**src/rtl/multiplexer_n_to_1_reg.sv**
```systemverilog
// Registered N-to-1 multiplexer with a two-entry (main + skid) output buffer.
// Selected words leave in strict FIFO order; Flush empties the buffer, reset clears it.
module multiplexer_n_to_1_reg #(
  parameter  int NBits   = 32,
  parameter  int NInputs = 4,
  localparam int SelBits = $clog2(NInputs)
) (
  input  logic                       clk,
  input  logic                       reset,
  input  logic [SelBits-1:0]         Selector,
  input  logic [NInputs*NBits-1:0]   MUX_Data,
  input  logic                       In_Valid,
  output logic                       In_Ready,
  input  logic                       Flush,
  output logic [NBits-1:0]           MUX_Output,
  output logic [SelBits-1:0]         Out_Selector,
  output logic                       Out_Valid,
  input  logic                       Out_Ready,
  output logic                       Sel_Error
);

  // Handshake: a word moves on a rising edge only when valid and ready are both 1
  // on that side; ready never depends combinationally on the partner's valid.
  typedef enum logic [1:0] {
    EMPTY = 2'd0,
    ONE   = 2'd1,
    TWO   = 2'd2
  } state_e;

  state_e               state_q, state_d;
  logic [NBits-1:0]     main_data_q, main_data_d;
  logic [SelBits-1:0]   main_sel_q, main_sel_d;
  logic [NBits-1:0]     skid_data_q, skid_data_d;
  logic [SelBits-1:0]   skid_sel_q, skid_sel_d;
  logic                 sel_err_q, sel_err_d;

  logic [NBits-1:0]     in_word;
  logic                 sel_ok;
  logic                 accept;
  logic                 pop;

  // Out-of-range selectors fall through to channel 0 and leave sel_ok low.
  always_comb begin
    in_word = MUX_Data[NBits-1:0];
    sel_ok  = 1'b0;
    for (int i = 0; i < NInputs; i++) begin
      if (Selector == SelBits'(i)) begin
        in_word = MUX_Data[i*NBits +: NBits];
        sel_ok  = 1'b1;
      end
    end
  end

  assign accept = In_Valid && (state_q != TWO);
  assign pop    = (state_q != EMPTY) && Out_Ready;

  always_comb begin
    state_d     = state_q;
    main_data_d = main_data_q;
    main_sel_d  = main_sel_q;
    skid_data_d = skid_data_q;
    skid_sel_d  = skid_sel_q;
    sel_err_d   = sel_err_q;
    if (Flush) begin
      state_d = EMPTY;
    end else begin
      if (accept && !sel_ok) begin
        sel_err_d = 1'b1;
      end
      case (state_q)
        EMPTY: begin
          if (accept) begin
            state_d     = ONE;
            main_data_d = in_word;
            main_sel_d  = Selector;
          end
        end
        ONE: begin
          if (accept && pop) begin
            main_data_d = in_word;
            main_sel_d  = Selector;
          end else if (accept) begin
            state_d     = TWO;
            skid_data_d = in_word;
            skid_sel_d  = Selector;
          end else if (pop) begin
            state_d = EMPTY;
          end
        end
        TWO: begin
          if (pop) begin
            state_d     = ONE;
            main_data_d = skid_data_q;
            main_sel_d  = skid_sel_q;
          end
        end
        default: state_d = EMPTY;
      endcase
    end
  end

  always_ff @(posedge clk) begin
    if (reset) begin
      state_q     <= EMPTY;
      main_data_q <= '0;
      main_sel_q  <= '0;
      skid_data_q <= '0;
      skid_sel_q  <= '0;
      sel_err_q   <= 1'b0;
    end else begin
      state_q     <= state_d;
      main_data_q <= main_data_d;
      main_sel_q  <= main_sel_d;
      skid_data_q <= skid_data_d;
      skid_sel_q  <= skid_sel_d;
      sel_err_q   <= sel_err_d;
    end
  end

  assign In_Ready     = (state_q != TWO) && !reset;
  assign Out_Valid    = (state_q != EMPTY);
  assign MUX_Output   = main_data_q;
  assign Out_Selector = main_sel_q;
  assign Sel_Error    = sel_err_q;

endmodule

```
**config.mk**
```make
export PLATFORM = sky130hd
export DESIGN_NAME = multiplexer_n_to_1_reg
export DESIGN_NICKNAME = d
export VERILOG_FILES = /design/src/rtl/multiplexer_n_to_1_reg.sv
export SDC_FILE = /design/constraint.sdc
export NUM_CORES = 1
export LEC_CHECK = 0
export CELL_PAD_IN_SITES_DETAIL_PLACEMENT = 2
export CELL_PAD_IN_SITES_GLOBAL_PLACEMENT = 2
export CORE_ASPECT_RATIO = 0.9
export CORE_MARGIN = 4
export CORE_UTILIZATION = 27
export DETAILED_ROUTE_END_ITERATION = 7
export GPL_ROUTABILITY_DRIVEN = 0
export PLACE_DENSITY_LB_ADDON = 0.25
export SLEW_MARGIN = 20
export SYNTH_ARGS = -nofsm -noshare
export SYNTH_HDL_FRONTEND = slang
export SYNTH_SLANG_ARGS = --single-unit
```
**constraint.sdc**
```tcl
create_clock -name clk -period 3.3 [get_ports clk]
set_input_delay 0.66 -clock clk [delete_from_list [all_inputs] [get_ports clk]]
set_output_delay 0.66 -clock clk [all_outputs]
set_load 0.05 [all_outputs]
```
==> results of run 1 <==
registers in the layout, indices dropped and copies added (netlist names):
signal and cells:
MUX_Output 32, Out_Selector 2, Sel_Error 1, skid_data_q 32, skid_sel_q 2, state_q 2
synth_stat cells, drive strengths merged:
master,instances
dfxtp,71
nand2,69
a211oi,35
a21oi,34
a311oi,34
nand3,34
o21ai,34
mux4,32
clkbuf,29
buf,25
a21o,2
nand2b,2
nor2,2
nor2b,2
a2111oi,1
and4bb,1
clkinv,1
mux2,1
nand3b,1
nand4bb,1
nor4bb,1
or2,1
or3b,1
per-stage QoR:
step           instance area [um^2]  setup WS [ns]
6_report                       6200          0.675
3_5_place_dp                   5890          0.485
2_1_floorplan                  4080          0.944
3_3_place_gp                   5890          0.581
5_1_grt                        6200          0.569
4_1_cts                        6200          0.647
per-layer routing:
| metal | track usage | vias up | part of all wire | routed length (um) |
|---|---|---|---|---|
| met5 | 0 | - | 0 | 0 |
| met3 | 0.0473 | 10 | 0.061 | 971 |
| li1 | - | 1866 | - | - |
| met4 | 0.0340 | 0 | 0.0075 | 120 |
| met1 | 0.236 | 2069 | 0.42 | 6790 |
| met2 | 0.326 | 120 | 0.51 | 8110 |
critical path: cells and delay by family, from the launching register on:
| family | cells | cell delay (ns) |
|---|---|---|
| AND/OR/NAND/NOR | 2 | 0.22 |
| flip-flops | 1 | 0.57 |
| buffers and inverters | 1 | 0.84 |
cell families after synthesis:
logic type             Yosys count  synth area share
and+or+nand+nor                115             0.128
DFF                             71             0.349
muxes                           33             0.181
AOI/OAI and AO/OA              140             0.273
buffers and inverters           55            0.0700
cell type report:
type                            count  share of cell area
Multi-Input combinational cell    288               0.388
Timing Repair Buffer              185               0.292
Sequential cell                    71               0.229
Tap cell                          198              0.0399
Clock buffer                       11              0.0391
Clock inverter                      4              0.0113
Inverter                            1            0.000605
report_power, final:
part           leakage (uW)  switching, uW  internal (uW)
clock              0.000155            367            676
sequential         0.000580           28.3            902
combinational       0.00130            376            345
cell usage in the layout, fill, tap and decap left out, types with 2 or more instances in the layout:
cell type        netlist  routed
nand2_1               69      69
o21ai_0               34      34
buf_4                  2      14
bufinv_16              0       2
nand3_1               34      34
buf_2                 15       3
dfxtp_1               71      71
a21oi_1               34      34
clkbuf_16              0       9
mux4_2                32      32
a311oi_1               4       4
a211oi_1              35      35
clkdlybuf4s50_1        0     167
a311oi_2              30      30
clkinv_2               0       2
path summary, 6_finish.rpt:
kind                            slack [ns]               to  cells past startpoint  startpoint
worst min register to register        0.47        Sel_Error                      1   Sel_Error
worst min-delay path                  0.47        Sel_Error                      1   Sel_Error
worst max register to register        1.32  skid_data_q[25]                      4  state_q[0]
worst max-delay path                  0.67         In_Ready                      3  state_q[0]
==> impl_metrics.tcl, run 1 <==
set metrics [dict create \
    antenna_cells 0 \
    status "complete, no violations" \
    post_cts_resized 0 \
    fin_crit_ns 2.63 \
    nNetsFinal 691 \
    final_cells 758 \
    finalCoreUtilization 0.420 \
    synth_fp_nets 549 \
    clock_sinks 71 \
    drc_errors 0 \
    wl_um 16000 \
    synth_area_leaders "dfxtp_1 35%, mux4_2 18%, a311oi_2 11%" \
    cp_slowest_cell "clkdlybuf4s50_1" \
    leakagePower_uw 0.00204 \
    worstSetupEndpointType "output pin" \
    rsz0062_at_grt "no" \
    critPathArrivalTime_ns 1.97 \
    yosysSeqAreaShare 0.349 \
    cp_data_required_time_ns 2.64 \
    yosys.area.top_type "dfxtp_1" \
    drt_iter0_drc 205 \
    place.detailed.hpwl_um 11100 \
    synth_area_per_cell_um2 9.84 \
    die_x_um 138 \
    post-place-cells 743 \
    vdd_drop_max_v 0.000232 \
    synth_cell_types 28 \
    tightestPinTransition_ns 0.970 \
    finalPower_uw 2690 \
    skew_ns 0.00799 \
    core_um2 14800 \
    multi_input_area_um2 2400 \
    drive_above_1_share 0.184 \
    hold_violations 0 \
    place.port_buffers 171 \
    startpoint_type "register" \
    numCtsBuffers 9 \
    die_h_um 125 \
    clock_latency_ns 0.33 \
    grt_max_degree 72 \
    grt_usage 0.188 \
    cts_tree "yes" \
    clkSlewWorstSetupHoldPaths_ns 0.06 \
    max_cap_violations 0 \
    clk_path_buf_depth 2 \
    pwr_density_cell_nw_per_um2 434 \
    cts_max_level 3 \
    io_pins 172 \
    finalSetupViolCount 0 \
    cts-root-buf "clkbuf_16" \
    hold-worst-slack_ns 0.471 \
    grt-ovfl-total 0 \
    drtAntennaViolNets 0 \
    criticalPathCategory "reg -> out" \
    synth_top_area_frac 0.349 \
    start_util 0.276 \
    fin_crit_sh 0.795 \
    grt_pass1_vias 4627 \
    slowest_delay_ns 0.84 \
    setup-tns-final_ns 0 \
    synth_seq_cells 71 \
    worstPathCellList "nor2b_4 -> nor2_1 -> clkdlybuf4s50_1" \
    postCtsHoldBufs 0 \
    slew_headroom 0.353 \
    seq_area_um2 1420 \
    ys_warn_count 0 \
    cts_setup_buffers 0 \
    antenna_found_initial 0 \
    synth_area_um2 4080 \
    first_pass_iters 4 \
    grt_pass1_wl_um 25500 \
    syn_to_final_growth_pct 52.2 \
    die-area_um2 17100 \
    viasPerCell 5.36 \
    num_vias 4065 \
    finalMaxSlewViolations 0 \
    hp-class "reg -> reg" \
    syn_inst 414 \
    wire_per_inst_um 21.1 \
    n_fill_cell 1527 \
    rows 42 \
    timing.fmax_mhz 381 \
    cp_max_fo 9 \
]
Power figures use the tool's default switching activity.
==> inputs of run 2 (changes only) <==
- CORE_UTILIZATION: 27 -> 25
- clock period: 3.3 -> 2.45 ns (I/O delays scaled with it)
==> run 2 against run 1 <==
Sequential share of layout area shrank 0.28 points. Largest cell class unchanged. Worst hold slack lost 0.0026 ns. Sequential power grew 34%. Design area grew 1.2%. Highest routed layer unchanged. Via count grew 0.30%. Critical endpoint is now Out_Valid.
==> impl_metrics.tcl, run 2 (synthesis results as in run 1) <==
set metrics [dict create \
    cp_num_buf_inv 1 \
    die-area_um2 18400 \
    drt_iter0_drc 157 \
    worstSetupEndpointType "output pin" \
    rsz0062_at_grt "no" \
    grt_max_degree 35 \
    clk_path_buf_depth 2 \
    nNetsFinal 698 \
    antenna_cells 0 \
    rows 44 \
    status "complete, no violations" \
    die_h_um 129 \
    first_pass_iters 4 \
    finalMaxSlewViolations 0 \
    criticalPathCategory "reg -> out" \
    vdd_drop_max_v 0.000348 \
    startpoint_type "register" \
    clock_latency_ns 0.33 \
    pwr_density_cell_nw_per_um2 552 \
    max_cap_violations 0 \
    hp-class "reg -> reg" \
    viasPerCell 5.27 \
    cts_setup_buffers 0 \
    tightestPinTransition_ns 0.584 \
    cp_max_fo 9 \
    slew_headroom 0.610 \
    cts-root-buf "clkbuf_16" \
    critPathArrivalTime_ns 1.86 \
    drc_errors 0 \
    rrSetupSlack_ns 0.68 \
    grt-ovfl-total 0 \
    leakagePower_uw 0.00207 \
    worstPathCellList "or2_2 -> clkdlybuf4s50_1" \
    drtAntennaViolNets 0 \
    die_x_um 143 \
    critical-path-top-delay-family "buffers and inverters" \
    wl_um 16700 \
    core_um2 16100 \
    skew_ns 0.00528 \
    numCtsBuffers 9 \
    cp_data_required_time_ns 1.96 \
    wire_per_inst_um 21.6 \
    post_cts_resized 0 \
    final_area_um2 6280 \
    io_pins 172 \
    timing.fmax_mhz 426 \
    grt_pass1_vias 4687 \
    slowest_delay_ns 0.79 \
    place.port_buffers 171 \
    cts_tree "yes" \
    clkSlewWorstSetupHoldPaths_ns 0.06 \
    syn_to_final_growth_pct 54.1 \
    fin_crit_sh 0.958 \
    finalSetupViolCount 0 \
    place.detailed.hpwl_um 11800 \
    setup-tns-final_ns 0 \
    placed_area_um2 6010 \
    final_common_cell "clkdlybuf4s50_1" \
    hold_violations 0 \
    start_util 0.254 \
    grt_pass1_wl_um 26300 \
    cts_max_level 3 \
    fin_crit_ns 2.35 \
    num_vias 4077 \
    final_cell_mix "166 x clkdlybuf4s50_1, 71 x dfxtp_1, 69 x nand2_1, 35 x a211oi_1" \
    postCtsHoldBufs 0 \
    drive_above_1_share 0.193 \
    cp_slowest_cell "clkdlybuf4s50_1" \
    grt_usage 0.181 \
    clock_sinks 71 \
    antenna_found_initial 0 \
]
## run 2: final timing paths
| check | to | start | cells after the start |
|---|---|---|---|
| setup / recovery | Out_Valid | state_q[1] | 2 |
| setup reg to reg | MUX_Output[25] | state_q[0] | 5 |
| hold / removal | Sel_Error | Sel_Error | 1 |
| hold reg to reg | Sel_Error | Sel_Error | 1 |
## run 2: final cells by class
cell class	count	area (um^2)
repair buffers	192	1920
inverters	1	3.75
multi-input cells	288	2400
clock inverters	1	5.00
well taps	207	259
flip-flops and latches	71	1420
clock buffers	13	260
fillers	1686	9800
## run 2: per-stage QoR
| step | std cells | worst slack, ns | total power, uW | hold WS, ns | util |
|---|---|---|---|---|---|
| after global placement | 759 | 0.307 | 2260 | 0.458 | 0.374 |
| after floorplan | 414 | 0.434 | 1830 | 0.454 | - |
| after detailed placement | 759 | 0.211 | 2290 | 0.457 | 0.374 |
| after global routing | 773 | 0.0442 | 3630 | 0.495 | 0.391 |
| final | 773 | 0.103 | 3470 | 0.468 | 0.391 |
| after CTS | 773 | 0.0948 | 3500 | 0.469 | 0.391 |
## run 2: power breakdown
group | internal (uW) | total (uW) | leakage (uW) | switching [uW]
Sequential | 1210 | 1250 | 0.000580 | 39.5
Clock | 729 | 1210 | 0.000132 | 485
Combinational | 480 | 999 | 0.00136 | 519
## run 2: worst reg2reg max path: cells and delay by family, from the launching register on
kind | cells | cell delay [ns]
AOI/OAI and AO/OA | 1 | 0.27
buffers and inverters | 2 | 0.54
DFF | 1 | 0.32
and+or+nand+nor | 2 | 0.55
## run 2: routing by layer
layer	part of all wire	vias up	track usage
met5	0	-	0
met4	0.015	0	0.0458
met1	0.43	2062	0.221
met3	0.056	18	0.0480
li1	-	1881	-
met2	0.50	116	0.318
==> inputs of run 3 (changes only) <==
- MAX_ROUTING_LAYER: not set -> met4
- SLEW_MARGIN: 20 -> not set
==> run 3 against run 2 <==
Routed wire length about the same. Design area unchanged. Worst setup slack got worse by 0.00083 ns. First-iteration DRC count increased by 8.3%. Critical path depth unchanged.
==> impl_metrics.tcl, run 3 (synthesis results as in run 1) <==
set metrics [dict create \
    worstSetupEndpointType "output pin" \
    cp_num_buf_inv 1 \
    skew_ns 0.00500 \
    hp-class "reg -> reg" \
    hold_violations 0 \
    final_cells 773 \
    die_h_um 129 \
    num_vias 4095 \
    cts_max_level 3 \
    antenna_found_initial 0 \
    status "complete, no violations" \
    drt_iter0_drc 170 \
    pwr_density_cell_nw_per_um2 552 \
    place.port_buffers 171 \
    finalPower_uw 3470 \
    critical-path-top-delay-family "buffers and inverters" \
    slew_headroom 0.604 \
    die-area_um2 18400 \
    startpoint_type "register" \
    drive_above_1_share 0.193 \
    criticalPathCategory "reg -> out" \
    die_x_um 143 \
    grt_pass1_wl_um 26200 \
    slowest_delay_ns 0.79 \
    finalSetupViolCount 0 \
    cp_max_fo 9 \
    fin_crit_ns 2.35 \
    cts_tree "yes" \
    clock_latency_ns 0.33 \
    drtAntennaViolNets 0 \
    cts_setup_buffers 0 \
    cp_slowest_cell "clkdlybuf4s50_1" \
    drc_errors 0 \
    finalMaxSlewViolations 0 \
    clk_path_buf_depth 2 \
    vdd_drop_max_v 0.000345 \
    tightestPinTransition_ns 0.592 \
    setup-tns-final_ns 0 \
    final_cell_mix "166 x clkdlybuf4s50_1, 71 x dfxtp_1, 69 x nand2_1, 35 x a211oi_1" \
    hold-worst-slack_ns 0.468 \
    postCtsHoldBufs 0 \
    post_cts_resized 0 \
    wire_per_inst_um 21.6 \
    cts-root-buf "clkbuf_16" \
    viasPerCell 5.30 \
    grt_usage 0.187 \
    start_util 0.254 \
    leakagePower_uw 0.00207 \
    max_cap_violations 0 \
    fin_crit_sh 0.958 \
    clock_sinks 71 \
    wl_um 16700 \
    grt_pass1_vias 4693 \
    core_um2 16100 \
    nNetsFinal 698 \
    worstPathCellList "or2_2 -> clkdlybuf4s50_1" \
    rows 44 \
    timing.fmax_mhz 426 \
    final_common_cell "clkdlybuf4s50_1" \
    antenna_cells 0 \
    grt_max_degree 35 \
    cp_data_required_time_ns 1.96 \
    critPathArrivalTime_ns 1.86 \
    finalCoreUtilization 0.391 \
    grt-ovfl-total 0 \
    numCtsBuffers 9 \
    place.detailed.hpwl_um 11800 \
    post-place-cells 759 \
    io_pins 172 \
    first_pass_iters 6 \
    syn_to_final_growth_pct 54.1 \
    rsz0062_at_grt "no" \
    clkSlewWorstSetupHoldPaths_ns 0.06 \
]
## run 3: cell counts in the layout (fill, tap and decap cells not counted)
No cell type changed its count.
## run 3: power breakdown
part	switching (uW)	leakage, uW	total [uW]	internal [uW]
Sequential	39.2	0.000580	1250	1210
Clock	484	0.000132	1210	729
Combinational	519	0.00136	999	480
Total	1040	0.00207	3470	2420
## run 3: area by class of cell
cell class              instances  area [um^2]
flip-flops and latches         71         1420
fillers                      1686         9800
clock buffers                  13          260
multi-input cells             288         2400
inverters                       1         3.75
well taps                     207          259
clock inverters                 1         5.00
repair buffers                192         1920
## run 3: path summary, 6_finish.rpt
check / start / to / slack [ns] / cells past startpoint
setup / recovery: state_q[1] / Out_Valid / 0.10 / 2
setup reg to reg: state_q[0] / MUX_Output[25] / 0.68 / 5
hold / removal: Sel_Error / Sel_Error / 0.47 / 1
hold reg to reg: Sel_Error / Sel_Error / 0.47 / 1
## run 3: per-stage QoR
stage	area, um^2	setup WS, ns
2_1_floorplan	4080	0.434
3_3_place_gp	6010	0.307
3_5_place_dp	6010	0.211
4_1_cts	6280	0.0948
5_1_grt	6280	0.0439
6_report	6280	0.102
## run 3: layer usage
metal	vias up	share of wire	GRT usage
li1	1880	-	-
met1	2087	0.43	0.225
met4	0	0.015	0.0458
met5	-	0	-
met2	113	0.51	0.319
met3	15	0.047	0.0413
